`src/rtl/raiz_bus_master.sv`:
```
// Bus initiator for the square-root peripheral: writes the operand, starts it,
// polls DONE with a bounded retry count, reads the result and re-arms the peripheral.
module raiz_bus_master #(
  parameter logic [4:0]  ADDR_OPA  = 5'h04,
  parameter logic [4:0]  ADDR_INIT = 5'h08,
  parameter logic [4:0]  ADDR_RES  = 5'h0C,
  parameter logic [4:0]  ADDR_DONE = 5'h10,
  parameter int unsigned POLL_MAX  = 200,
  parameter int unsigned POLL_GAP  = 2
) (
  input  logic        i_clk,
  input  logic        i_rst_n,
  input  logic        i_start,
  input  logic [15:0] i_operand,
  output logic [15:0] o_result,
  output logic        o_busy,
  output logic        o_done,
  output logic        o_timeout_err,
  output logic        o_bus_cs,
  output logic        o_bus_rd,
  output logic        o_bus_wr,
  output logic [4:0]  o_bus_addr,
  output logic [15:0] o_bus_dout,
  input  logic [15:0] i_bus_din
);

  localparam logic [7:0] PollMax = 8'(POLL_MAX);
  localparam logic [3:0] GapLast = 4'(POLL_GAP - 1);

  typedef enum logic [3:0] {
    StIdle, StWrA, StWrInit, StPoll, StChk, StGap, StRdRes, StClrInit, StFinish, StTimeout
  } state_e;

  state_e      r_state, w_state_d;
  logic        r_phase, w_phase_d;
  logic [15:0] r_op, w_op_d;
  logic [7:0]  r_poll_cnt;
  logic [3:0]  r_gap_cnt;
  logic        r_done_bit;
  logic [15:0] r_result;
  logic        r_terr;
  logic        r_cs, r_rd, r_wr, r_busy, r_done;
  logic [4:0]  r_addr;
  logic [15:0] r_dout;
  logic        w_cs, w_rd, w_wr, w_busy, w_done;
  logic [4:0]  w_addr;
  logic [15:0] w_dout;
  logic        w_accept;

  assign w_accept = (r_state == StIdle) && i_start;
  assign w_op_d   = w_accept ? i_operand : r_op;

  // Bus states take two cycles: phase 0 carries the strobe, phase 1 is the turnaround.
  always_comb begin
    w_state_d = r_state;
    w_phase_d = 1'b0;
    case (r_state)
      StIdle:    if (i_start) w_state_d = StWrA;
      StWrA:     if (!r_phase) w_phase_d = 1'b1; else w_state_d = StWrInit;
      StWrInit:  if (!r_phase) w_phase_d = 1'b1; else w_state_d = StPoll;
      StPoll:    if (!r_phase) w_phase_d = 1'b1; else w_state_d = StChk;
      StChk: begin
        if (r_done_bit)                w_state_d = StRdRes;
        else if (r_poll_cnt == PollMax) w_state_d = StTimeout;
        else if (POLL_GAP == 0)        w_state_d = StPoll;
        else                           w_state_d = StGap;
      end
      StGap:     if (r_gap_cnt == GapLast) w_state_d = StPoll;
      StRdRes:   if (!r_phase) w_phase_d = 1'b1; else w_state_d = StClrInit;
      StClrInit: if (!r_phase) w_phase_d = 1'b1; else w_state_d = StFinish;
      StFinish:  w_state_d = StIdle;
      StTimeout: if (!r_phase) w_phase_d = 1'b1; else w_state_d = StIdle;
      default:   w_state_d = StIdle;
    endcase
  end

  // Outputs are decoded from the next state so every bus pin comes straight from a flop.
  always_comb begin
    w_cs   = 1'b0;
    w_rd   = 1'b0;
    w_wr   = 1'b0;
    w_addr = 5'h00;
    w_dout = 16'h0000;
    w_busy = 1'b1;
    w_done = 1'b0;
    case (w_state_d)
      StIdle: w_busy = 1'b0;
      StWrA: begin
        w_addr = ADDR_OPA;
        if (!w_phase_d) begin
          w_cs   = 1'b1;
          w_wr   = 1'b1;
          w_dout = w_op_d;
        end
      end
      StWrInit: begin
        w_addr = ADDR_INIT;
        if (!w_phase_d) begin
          w_cs   = 1'b1;
          w_wr   = 1'b1;
          w_dout = 16'h0001;
        end
      end
      StPoll: begin
        w_addr = ADDR_DONE;
        if (!w_phase_d) begin
          w_cs = 1'b1;
          w_rd = 1'b1;
        end
      end
      StRdRes: begin
        w_addr = ADDR_RES;
        if (!w_phase_d) begin
          w_cs = 1'b1;
          w_rd = 1'b1;
        end
      end
      StClrInit, StTimeout: begin
        w_addr = ADDR_INIT;
        if (!w_phase_d) begin
          w_cs = 1'b1;
          w_wr = 1'b1;
        end else if (w_state_d == StTimeout) begin
          w_busy = 1'b0;
        end
      end
      StFinish: begin
        w_busy = 1'b0;
        w_done = 1'b1;
      end
      default: ;
    endcase
  end

  always_ff @(posedge i_clk or negedge i_rst_n) begin
    if (!i_rst_n) begin
      r_state    <= StIdle;
      r_phase    <= 1'b0;
      r_op       <= 16'h0000;
      r_poll_cnt <= 8'h00;
      r_gap_cnt  <= 4'h0;
      r_done_bit <= 1'b0;
      r_result   <= 16'h0000;
      r_terr     <= 1'b0;
      r_cs       <= 1'b0;
      r_rd       <= 1'b0;
      r_wr       <= 1'b0;
      r_addr     <= 5'h00;
      r_dout     <= 16'h0000;
      r_busy     <= 1'b0;
      r_done     <= 1'b0;
    end else begin
      r_state <= w_state_d;
      r_phase <= w_phase_d;
      r_op    <= w_op_d;
      r_cs    <= w_cs;
      r_rd    <= w_rd;
      r_wr    <= w_wr;
      r_addr  <= w_addr;
      r_dout  <= w_dout;
      r_busy  <= w_busy;
      r_done  <= w_done;
      if (w_accept) r_poll_cnt <= 8'h00;
      else if (r_state == StPoll && r_phase) r_poll_cnt <= r_poll_cnt + 8'd1;
      r_gap_cnt <= (r_state == StGap) ? r_gap_cnt + 4'd1 : 4'd0;
      // Read data is sampled at the edge closing the turnaround cycle.
      if (r_state == StPoll && r_phase) r_done_bit <= i_bus_din[0];
      if (r_state == StRdRes && r_phase) r_result <= i_bus_din;
      if (w_accept) r_terr <= 1'b0;
      else if (w_state_d == StTimeout) r_terr <= 1'b1;
    end
  end

  assign o_result      = r_result;
  assign o_busy        = r_busy;
  assign o_done        = r_done;
  assign o_timeout_err = r_terr;
  assign o_bus_cs      = r_cs;
  assign o_bus_rd      = r_rd;
  assign o_bus_wr      = r_wr;
  assign o_bus_addr    = r_addr;
  assign o_bus_dout    = r_dout;

endmodule

```
`config.mk`:
```
export PLATFORM = sky130hd
export DESIGN_NAME = raiz_bus_master
export DESIGN_NICKNAME = d
export VERILOG_FILES = /design/src/rtl/raiz_bus_master.sv
export SDC_FILE = /design/constraint.sdc
export NUM_CORES = 1
export LEC_CHECK = 0
export ABC_CLOCK_PERIOD_IN_PS = 4800
export CAP_MARGIN = 10
export CORE_MARGIN = 4
export CORE_UTILIZATION = 49
export DETAILED_ROUTE_END_ITERATION = 8
export GPL_ROUTABILITY_DRIVEN = 0
export PLACE_DENSITY = 0.9
export SYNTH_ARGS = -nofsm -noshare
export SYNTH_HDL_FRONTEND = slang
export SYNTH_SLANG_ARGS = --single-unit
export TNS_END_PERCENT = 100
```
`constraint.sdc`:
```
create_clock -name i_clk -period 4.8 [get_ports i_clk]
set_input_delay 0.48 -clock i_clk [delete_from_list [all_inputs] [get_ports i_clk]]
set_output_delay 0.48 -clock i_clk [all_outputs]
set_load 0.05 [all_outputs]
```
Yosys cells after proc, flatten, opt, wreduce, memory -nomap -nowiden
Index checks and enable logic that the tools add are counted.
- memory bits (read-only): 0
- bits in registers: 77
- logic and storage cells: 79
- output and inout bits: 43
- memories kept: 0
- input port bits: 35
- bits in latches: 0
- memory bits (writable): 0
- multipliers: 0
- bitwise gates (word level): 0
- add/sub/neg operators: 2
- order comparisons: 0
- equality and inequality tests: 17
- shift operators: 0
- mux-type cells: 31
- reductions and logical operators: 14
- divide/modulo/power cells: 0
- operator list (cell ; number):
    two-way mux 4 bit ; 11
    case mux 4 bit (9 select lines) ; 1
    two-way mux 16 bit ; 2
    case mux 16 bit (2 select lines) ; 1
    == test 4 x 3 -> 1 bit, second input constant ; 6
    case mux 5 bit (4 select lines) ; 1
    == test 4 x 2 -> 1 bit, second input constant ; 4
    two-way mux 8 bit ; 2
    == test 4 x 1 -> 1 bit, second input constant ; 3
    == test 4 bit, second input constant ; 3
    two-way mux 1 bit ; 12
    OR reduction 6 bit ; 2
    adder 8 x 1 -> 8 bit, second input constant ; 1
    == test 8 bit, second input constant ; 1
    logical NOT 4 bit ; 2
    OR reduction 2 bit ; 3
    adder 4 x 1 -> 4 bit, second input constant ; 1
    nonzero test 2 bit ; 2
    OR reduction 4 bit ; 1
    logical AND 1 bit ; 3
    OR reduction 3 bit ; 1
    case mux 1 bit (2 select lines) ; 1

Depth between registers and ports, before layout
- depth after elaboration: 8
- gate-level depth with buffers: 8
- gate-level depth less buffers: 8

Least setup slack after synthesis
OpenSTA, ideal clock, no wires.
- kind: flip-flop to flip-flop
- from: reg r_state[0]
- to: reg r_result[10], in the netlist o_result[10]
- period minus slack after synthesis: 1.766 ns
- library setup time: 0.125 ns
- path buffers: 2
- required time: 4.675 ns
- arrival time: 1.641 ns
- slack: 3.034 ns
- cell stages (with the launch flop): 5
- cell sequence: dfrtp_1 buf_6 nor4_2 buf_4 mux2_2
- word-level cells in the longest chain between the ends: 2
- ends and longest elaborated chain (item ; line ; text):
    from (decl) ; 34 ; state_e r_state, w_state_d;
    from (signal assigned) ; 137 ; r_state <= StIdle;
    from (signal assigned) ; 153 ; r_state <= w_state_d;
    == test 4 x 3 -> 1 bit ; 168 ; if (r_state == StRdRes && r_phase) r_result <= i_bus_din;
    logical AND 1 bit ; 168 ;
    to (signal assigned) ; 168 ;
    to (decl) ; 40 ; logic [15:0] r_result;
Every way passes these cells.
A chain may end at the register's enable or synchronous reset.

Worst setup path after layout
- from: reg r_state[2]
- to: reg r_result[5], in the netlist o_result[5]
Same word-level chain as after synthesis.

==> flow_summary_export.csv <==
group,metric,value,unit
timing,finalSetupViolCount,0,
logic_synthesis,ys_seq_area_share,59.51,%
setup_path,worstPathArrival,2320,ps
timing,rsz0062_at_grt,"false",
clocking,cts_sinks,59,
layout,final_common_cell,"clkdlybuf4s50_1",
setup_path,max_stage_delay,800,ps
timing,final.setup.worst_slack,2688,ps
floorplanning,start_util,51.51,%
timing,clock_skew,5.901,ps
power_and_ir_drop,max-vdd-ir-drop,396.1,uV
routing,drt-met1-wl,2403,um
routing,highest_layer,"met4",
clocking,cts_root_buffer,"clkbuf_8",
timing,hold_viol,0,
routing,wl,5750,um
layout,seq_area,0.001476,sq mm
floorplanning,die_x,79.16,um
grt,grt-ovfl-total,0,
clocking,tritoncts,"built",
layout,fin_util,71.79,%
logic_synthesis,ys_ff_latch,59,
power_and_ir_drop,totalPowerFinal,2.304,mW
logic_synthesis,synth.area.top_cells,"dfrtp_1, mux2_2, and2_1",
clocking,postCtsHoldBufs,0,
status,outcome,"complete, no violations",
setup_path,crit_fanout,16,
job,drv_cap,0,
timing,period_needed,2112,ps
setup_path,path_buf_inv,0,
timing,fmax,0.4736,GHz
grt,antenna_found_initial,0,
layout,nFillCells,335,
timing,tightest_slew,1037,ps
power_and_ir_drop,power_density,666.2,mW/mm^2
routing,vias_per_cell,5.031,
logic_synthesis,yosysTopAreaCellShare,59.51,%
clocking,cts_made_buffers,9,
setup_path,critical_path_class,"reg -> reg",
floorplanning,die-area,0.006266,sq mm
setup_path,crit_family,"simple AND/OR/NAND/NOR gates",
routing,drt_iter0_markers,140,
placement,dp_worst_setup_slack,2459,ps
logic_synthesis,yosys_warnings,0,
clocking,cts_setup_buffers,0,
timing,relSlewSlack,30.37,%
routing,ant_nets,0,
routing,vias,1776,
layout,diodes,0,
setup_path,cp_cell_sequence,"nand2_1 > nor4_4 > mux2_2",
floorplanning,rows,25,
layout,multi_input_area,913.4,sq um
floorplanning,io_pins,78,
logic_synthesis,synth_flop_cell,"dfrtp_1",
clocking,clock_path_buffers,2,
logic_synthesis,async_flop_share,100.0,%
routing,dr_wl_met3,464,um
logic_synthesis,synth_edf_count,0,
routing,avgRoutedWirePerCell,16.29,um
setup_path,required,5010,ps
clocking,clock_latency,330,ps
clocking,h-tree-depth,3,
setup_path,cp_slowest_cell,"nor4_4",
layout,fin_nets,320,
worst_hold_path,worstHoldPathType,"in -> async",
timing,slew_violations,0,
logic_synthesis,synth.largest_area_cell,"dfrtp_1",
placement,dp_hpwl,4076,um
layout,drive_gt1_share,16.78,%
grt,grt_first_pass_wirelength,9577,um
routing,drtPass1Iterations,4,
routing,drc,0,
timing,finalSetupTns,0,ps
placement,io_buffer_count,75,
floorplanning,die_y,79.16,um
logic_synthesis,synth_cells,202,
grt,grt_pass1_vias,1879,
logic_synthesis,syn_area,0.002481,sq mm
timing,timing.final.crit_share,43.99,%
grt,grt_max_degree,60,
routing,wl_met2,2796,um
power_and_ir_drop,power.leakage,1.540,nW
floorplanning,core,0.004817,sq mm
setup_path,startpoint_type,"flop",
logic_synthesis,ys_types,48,
setup_path,endpoint_kind,"flop",
layout,syn_to_final_growth,39.38,%
clocking,worst_setup_hold_path_clk_slew,70,ps
clocking,ctsResizeCount,0,
layout,most-common-layout-cells,"clkdlybuf4s50_1, dfrtp_1, mux2_2",
grt,grtUsageTotal,20.37,%
logic_synthesis,avgSynthCellArea,12.28,sq um
## flip-flops by register name (all words and copies together), names as in the netlist
| name | count |
|---|---|
| o_bus_rd | 1 |
| o_done | 1 |
| o_timeout_err | 1 |
| o_bus_addr | 3 |
| r_gap_cnt | 4 |
| r_phase | 1 |
| o_result | 16 |
| o_bus_wr | 1 |
| o_bus_cs | 1 |
| r_state | 4 |
| o_bus_dout | 16 |
| r_done_bit | 1 |
| o_busy | 1 |
| r_poll_cnt | 8 |
## worst reg2reg max path: stages (launching register included)
cell     delay [ps]
dfrtp_1         600
nand2_1         170
nor4_4          800
mux2_2          440
## synth_stat cells (2+ instances only)
master and n:
nand3_1 3, a21oi_1 6, nor2_1 16, o21ai_0 3
xnor2_1 3, nand2_1 12, dfrtp_1 59, ha_1 4
nor2b_1 2, mux2_2 17, buf_4 3, buf_2 4
xor2_1 7, nand4_1 4, nor3_1 2, inv_1 8
and2_1 15, clkbuf_1 2, or2_2 2, nand4b_1 2
## report_power, final
group          internal [mW]  switching, mW
combinational          0.424          0.703
clock                  0.214          0.176
sequential             0.657          0.130
## kinds of logic (layout without fill, tap and decap cells)
group           count (synthesis)  in the layout  share of synthesized area [%]
compound gates                 20             20                          6.253
xor+xnor                       10             10                          3.530
fa+ha+maj                       4              4                          2.017
buf+inv                        21            104                          4.387
flops                          59             59                          59.51
mux                            17             17                          7.715
other cells                     1              2                         0.1511
simple gates                   70             70                          16.44
## routing by layer
| layer | vias to the layer above | global-route usage, % |
|---|---|---|
| li1 | 833 | - |
| met1 | 857 | 25.77 |
| met2 | 77 | 32.49 |
| met3 | 9 | 7.370 |
| met4 | 0 | 6.873 |
| met5 | - | 0 |
## through the flow
| step | hold WS, ps | instance area (sq um) | instances |
|---|---|---|---|
| floorplan | 184.4 | 2485 | 203 |
| global placement | 476.9 | 3274 | 336 |
| detailed placement | 486.6 | 3274 | 336 |
| CTS | 323.8 | 3447 | 352 |
| global route | 356.3 | 3458 | 353 |
| finish | 306.9 | 3458 | 353 |
## final timing paths
kind	startpoint	to	slack, ps	cells after the start
min in group i_clk	r_gap_cnt[0]$_DFF_PN0_	r_gap_cnt[0]$_DFF_PN0_	490	1
setup / recovery	r_state[2]$_DFF_PN0_	o_result[5]$_DFFE_PN0P_	2690	3
max in group asynchronous	i_rst_n	r_gap_cnt[2]$_DFF_PN0_	4030	2
hold / removal	i_rst_n	o_result[15]$_DFFE_PN0P_	310	2
setup reg to reg	r_state[2]$_DFF_PN0_	o_result[5]$_DFFE_PN0P_	2690	3
hold reg to reg	r_gap_cnt[0]$_DFF_PN0_	r_gap_cnt[0]$_DFF_PN0_	490	1
## area by class of cell
cell class                 instances  area share [%]
timing repair buffer              77           22.11
sequential                        59           42.69
clock buffer                      14           4.703
tap                               67           2.424
clock inverter                     2          0.2894
inverter                          11           1.375
multi-input combinational        123           26.41
Note: power is estimated with default switching activity, not from simulation.
